--- src/rtl/uncache_access_arbiter.sv ---
// Round-robin arbiter sharing the uncached bus port between I and D sides.
// One transaction in flight; kseg0/kseg1 addresses are mapped to physical.
module uncache_access_arbiter #(
    parameter int DATA_WIDTH = 32,
    parameter int STRB_WIDTH = DATA_WIDTH / 8
) (
    input  logic                  clk,
    input  logic                  rst,
    input  logic                  i_req_valid,
    input  logic [31:0]           i_req_addr,
    output logic                  i_req_ready,
    output logic                  i_resp_valid,
    output logic [DATA_WIDTH-1:0] i_resp_rdata,
    input  logic                  d_req_valid,
    input  logic [31:0]           d_req_addr,
    input  logic                  d_req_wr,
    input  logic [1:0]            d_req_size,
    input  logic [DATA_WIDTH-1:0] d_req_wdata,
    input  logic [STRB_WIDTH-1:0] d_req_wstrb,
    output logic                  d_req_ready,
    output logic                  d_resp_valid,
    output logic [DATA_WIDTH-1:0] d_resp_rdata,
    output logic                  bus_req_valid,
    input  logic                  bus_req_ready,
    output logic [31:0]           bus_req_addr,
    output logic                  bus_req_wr,
    output logic [1:0]            bus_req_size,
    output logic [DATA_WIDTH-1:0] bus_req_wdata,
    output logic [STRB_WIDTH-1:0] bus_req_wstrb,
    input  logic                  bus_resp_valid,
    input  logic [DATA_WIDTH-1:0] bus_resp_rdata,
    output logic                  busy
);

    typedef enum logic [1:0] {
        S_IDLE,
        S_REQ,
        S_RESP
    } state_t;

    state_t                r_state;
    state_t                w_state_nxt;
    logic                  r_last_d;
    logic                  r_sel_d;
    logic [31:0]           r_addr;
    logic                  r_wr;
    logic [1:0]            r_size;
    logic [DATA_WIDTH-1:0] r_wdata;
    logic [STRB_WIDTH-1:0] r_wstrb;
    logic [DATA_WIDTH-1:0] r_i_rdata;
    logic [DATA_WIDTH-1:0] r_d_rdata;
    logic                  r_i_resp;
    logic                  r_d_resp;
    logic                  w_grant_i;
    logic                  w_grant_d;
    logic                  w_capture;
    logic                  w_kseg01;

    always_ff @(posedge clk or posedge rst) begin
        if (rst) begin
            r_state <= S_IDLE;
        end else begin
            r_state <= w_state_nxt;
        end
    end

    always_comb begin
        w_state_nxt = r_state;
        w_grant_i   = 1'b0;
        w_grant_d   = 1'b0;
        w_capture   = 1'b0;
        unique case (r_state)
            S_IDLE: begin
                // On a tie the side that did not win last time goes first
                if (i_req_valid && d_req_valid) begin
                    w_grant_d = ~r_last_d;
                    w_grant_i = r_last_d;
                end else begin
                    w_grant_i = i_req_valid;
                    w_grant_d = d_req_valid;
                end
                if (i_req_valid || d_req_valid) begin
                    w_state_nxt = S_REQ;
                end
            end
            S_REQ: begin
                if (bus_req_ready) begin
                    w_state_nxt = S_RESP;
                end
            end
            S_RESP: begin
                if (bus_resp_valid) begin
                    w_capture   = 1'b1;
                    w_state_nxt = S_IDLE;
                end
            end
            default: w_state_nxt = S_IDLE;
        endcase
    end

    always_ff @(posedge clk or posedge rst) begin
        if (rst) begin
            r_last_d <= 1'b0;
            r_sel_d  <= 1'b0;
            r_addr   <= '0;
            r_wr     <= 1'b0;
            r_size   <= 2'd0;
            r_wdata  <= '0;
            r_wstrb  <= '0;
        end else if (w_grant_d) begin
            r_last_d <= 1'b1;
            r_sel_d  <= 1'b1;
            r_addr   <= d_req_addr;
            r_wr     <= d_req_wr;
            r_size   <= d_req_size;
            r_wdata  <= d_req_wdata;
            r_wstrb  <= d_req_wstrb;
        end else if (w_grant_i) begin
            r_last_d <= 1'b0;
            r_sel_d  <= 1'b0;
            r_addr   <= i_req_addr;
            r_wr     <= 1'b0;
            r_size   <= 2'd2;
            r_wdata  <= '0;
            r_wstrb  <= '0;
        end
    end

    always_ff @(posedge clk or posedge rst) begin
        if (rst) begin
            r_i_rdata <= '0;
            r_d_rdata <= '0;
            r_i_resp  <= 1'b0;
            r_d_resp  <= 1'b0;
        end else begin
            r_i_resp <= w_capture & ~r_sel_d;
            r_d_resp <= w_capture & r_sel_d;
            if (w_capture && !r_sel_d) begin
                r_i_rdata <= bus_resp_rdata;
            end
            if (w_capture && r_sel_d) begin
                r_d_rdata <= bus_resp_rdata;
            end
        end
    end

    assign w_kseg01 = (r_addr[31:29] == 3'b100) ||
                      (r_addr[31:29] == 3'b101);

    assign i_req_ready   = w_grant_i & ~rst;
    assign d_req_ready   = w_grant_d & ~rst;
    assign i_resp_valid  = r_i_resp;
    assign d_resp_valid  = r_d_resp;
    assign i_resp_rdata  = r_i_rdata;
    assign d_resp_rdata  = r_d_rdata;
    assign bus_req_valid = (r_state == S_REQ);
    assign bus_req_addr  = w_kseg01 ? {3'b000, r_addr[28:0]} : r_addr;
    assign bus_req_wr    = r_wr;
    assign bus_req_size  = r_size;
    assign bus_req_wdata = r_wdata;
    assign bus_req_wstrb = r_wstrb;
    assign busy          = (r_state != S_IDLE);

endmodule

--- config.mk ---
export PLATFORM = sky130hd
export DESIGN_NAME = uncache_access_arbiter
export DESIGN_NICKNAME = d
export VERILOG_FILES = /design/src/rtl/uncache_access_arbiter.sv
export SDC_FILE = /design/constraint.sdc
export NUM_CORES = 1
export LEC_CHECK = 0
export CORE_MARGIN = 2
export CORE_UTILIZATION = 44
export CTS_CLUSTER_DIAMETER = 100
export CTS_CLUSTER_SIZE = 25
export DETAILED_ROUTE_END_ITERATION = 10
export MAX_ROUTING_LAYER = met4
export PLACE_DENSITY = 0.85
export RECOVER_POWER = 25
export SLEW_MARGIN = 0
export SYNTH_ARGS = -nofsm -noshare
export SYNTH_HDL_FRONTEND = slang
export SYNTH_SLANG_ARGS = --single-unit
--- constraint.sdc ---
create_clock -name clk -period 17 [get_ports clk]
set_input_delay 4.25 -clock clk [delete_from_list [all_inputs] [get_ports clk]]
set_output_delay 4.25 -clock clk [all_outputs]
set_load 0.05 [all_outputs]
==> metrics.md <==
| Metric | Value |
|---|---|
| Status | `finished with violations` |
| Failing checks | `capacitance limit, slew limit` |
| Max Transition Viols Final | `between 100 and 150` |
| Worst Reg-to-Reg Cells | `3` |
| Relative slew slack | `-79.3%` |
| TritonCTS clock tree | `built` |
| WS Path Type | `input pin to output pin` |
| Top post-synthesis cells by area | `dfrtp_1 (59%), mux2_2 (10%), a22o_1 (5.7%)` |
| Worst-skew pair later-pin latency | `approximately 400 ps` |
| Sequential share of the synthesized area | `58.8%` |
| Fmax | `79.2 MHz` |
| Period minus WS final | `12630 ps` |
| Pin count of the biggest net entering global routing | `80` |
| Total CTS buffers | `17` |
| Period Utilization, post-route | `between 70% and 80%` |
| GPL Wtd Cong | `0.843` |
| Clock slew at reported path FFs | `approximately 60 ps` |
| Initial antenna violation count | `0` |
| Share of post-route cells with drive strength above 1 | `between 10% and 20%` |
| Overall routing resource usage | `about a quarter` |
| Leak | `around 3.9 nW` |
| Required time worst endpoint | `12750 ps` |
| Slew @ Worst Pin | `around 2700 ps` |
| Diodes inserted | `0` |
| Setup repair bufs after CTS | `0` |
| Max cap viols | `3` |
| Critical path data arrival time | `between 8000 and 9000 ps` |
| Post_cts resized | `0` |
| RSZ-0062 raised after global routing | `false` |
| Hold WC Path Type | `flip-flop to flip-flop` |
| Post-synth top area cell | `dfrtp_1` |
| DIE WIDTH | `120 µm` |
| YS warnings | `0` |
| Final ANT Viol Nets | `0` |
| Ports | `approximately 280` |
| Total Wirelength | `roughly 17000 µm` |
| Vias after detailed routing | `about 4.8k` |
| WL/cell | `around 19 µm` |
| Final setup viols | `0` |
| Final nets | `between 800 and 900` |
| Most frequent cells in the layout | `clkdlybuf4s50_1 (278), dfrtp_1 (140), mux2_2 (55)` |
| Initial DRT Pass Iterations | `4` |
| Port Buf Inserts | `around 280` |
| H-Tree Depth | `4` |
| Skew final | `between 9 and 10 ps` |
| Die Y | `approximately 120 µm` |
| Hold Buf Count CTS | `0` |
| Pwr dens | `229 nW/µm²` |
| P&R area growth vs syn | `54.9%` |
| Initial core utilization | `45.0%` |
| First-pass GRT wire length | `between 20000 and 30000 µm` |
| Crit Path Max Fanout | `63` |
| Synth Cell Area | `around 6000 µm²` |
| Via count normalized by instance count | `5.40` |
| Yosys top cell area share | `around three fifths` |
| Clk buf depth | `2` |
| Core area | `approximately 13000 µm²` |
| Syn Inst Count | `463` |
| Critical path launch point type | `input pin` |
| Util after Layout | `between 60% and 70%` |
| Register bit total from synthesis | `140` |
| Syn_nets | `around 600` |
| Crit. End Element | `output pin` |
| Vias in the first global route | `just under 5k` |
| Most common cell after layout, fill and taps aside | `clkdlybuf4s50_1` |
| Netlist cell types | `26` |
| WHS Path Cells | `1` |
| Final hold vios | `0` |
| Post-route DRC | `0` |
| Syn Area/Cell | `between 10 and 15 µm²` |
| Die area | `between 10000 and 15000 µm²` |
| Remaining global-route overflow | `0` |
| Setup Total Neg Slack | `0 ps` |
| Root Buffer | `clkbuf_16` |
| VDD IR max | `161 µV` |
| Post-DP HPWL | `~12000 µm` |
| CTS Sinks | `140` |
| Starting DRT DRC Count | `approximately 240` |
| Row count | `42` |
==> routing by layer <==
layer  routed length [µm]  global-route usage (%)  vias up  part of all wire [%]
li1                     -                       -     2147                     -
met1                 6710                    28.4     2391                    40
met2                 8470                    39.3      239                    51
met3                 1030                    5.24       34                   6.2
met4                  399                    9.01        0                   2.4
met5                    0                       -        -                     0
==> sequential cells by signal (all words and copies together), names as in the netlist, 2 cells and up <==
signal	count
bus_req_wdata	32
bus_req_wstrb	4
bus_req_size	2
r_state	2
i_resp_rdata	32
d_resp_rdata	32
r_addr	32
==> where the power goes <==
group / total [mW] / switching [mW] / internal (mW) / leakage [nW]
sequential: 0.569 / 0.0862 / 0.483 / 1.75
combinational: 1.17 / 0.764 / 0.407 / 1.90
clock: 0.376 / 0.134 / 0.242 / 0.289
==> worst paths after layout <==
check | end | start | slack, ps
max reg2reg | d_resp_rdata[0]$_DFFE_PP0P_ | r_sel_d$_DFFE_PP0P_ | 13790
min in group asynchronous | r_addr[5]$_DFFE_PP0P_ | rst | 5050
min reg2reg | i_resp_rdata[8]$_DFFE_PP0P_ | i_resp_rdata[8]$_DFFE_PP0P_ | 490
max | i_req_ready | rst | 4370
min | i_resp_rdata[8]$_DFFE_PP0P_ | i_resp_rdata[8]$_DFFE_PP0P_ | 490
max in group asynchronous | bus_req_wdata[21]$_DFFE_PP0P_ | rst | 10030
==> through the flow <==
| stage | setup WS, ps | area (µm²) | std cells | power, mW | hold slack [ps] |
|---|---|---|---|---|---|
| after detailed placement | 6130 | 8640 | 860 | 1.75 | 483 |
| after floorplan | 4760 | 5960 | 463 | 1.38 | 499 |
| after CTS | 6080 | 9250 | 891 | 2.13 | 497 |
| final | 4370 | 9230 | 891 | 2.12 | 491 |
| after global routing | 3640 | 9230 | 891 | 2.20 | 511 |
| after global placement | 6190 | 8640 | 860 | 1.72 | 469 |
==> cells in the mapped netlist <==
cell,instances
a22o_1,39
a21o_1,1
and2_1,1
nand2_1,1
o21ai_1,1
nor2_4,1
inv_1,39
nor2_1,3
o2111ai_1,32
o211ai_1,32
buf_6,5
o2111a_1,1
o21ai_0,33
mux2_1,9
a2bb2oi_1,1
a21boi_0,1
nor4bb_4,1
nand3_1,1
buf_4,34
nand2b_1,1
dfrtp_1,140
and3_1,1
clkbuf_1,19
buf_2,10
nand4b_2,1
mux2_2,55
==> critical path, stage by stage <==
cell             delay [ps]
dlygate4sd3_1           560
clkinvlp_2             1990
o2111a_1                840
clkdlybuf4s50_1         720
==> cell families (layout without fill, tap and decap cells) <==
family                 count (synthesis)  in the layout  synth area share, %
buffers and inverters                107            359                 9.72
flip-flops                           140            140                 58.8
AO/OA/AOI/OAI                        141            141                 17.9
multiplexers                          64             64                 12.1
AND/OR/NAND/NOR                       11             11                 1.51
==> layout make-up <==
type	count	area, µm²
Multi-Input combinational cell	216	1880
Clock buffer	22	474
Tap cell	176	220
Timing Repair Buffer	289	2870
Sequential cell	140	3500
Inverter	39	148
Clock inverter	9	135
Fill cell	940	4010
Power figures use the tool's default switching activity.
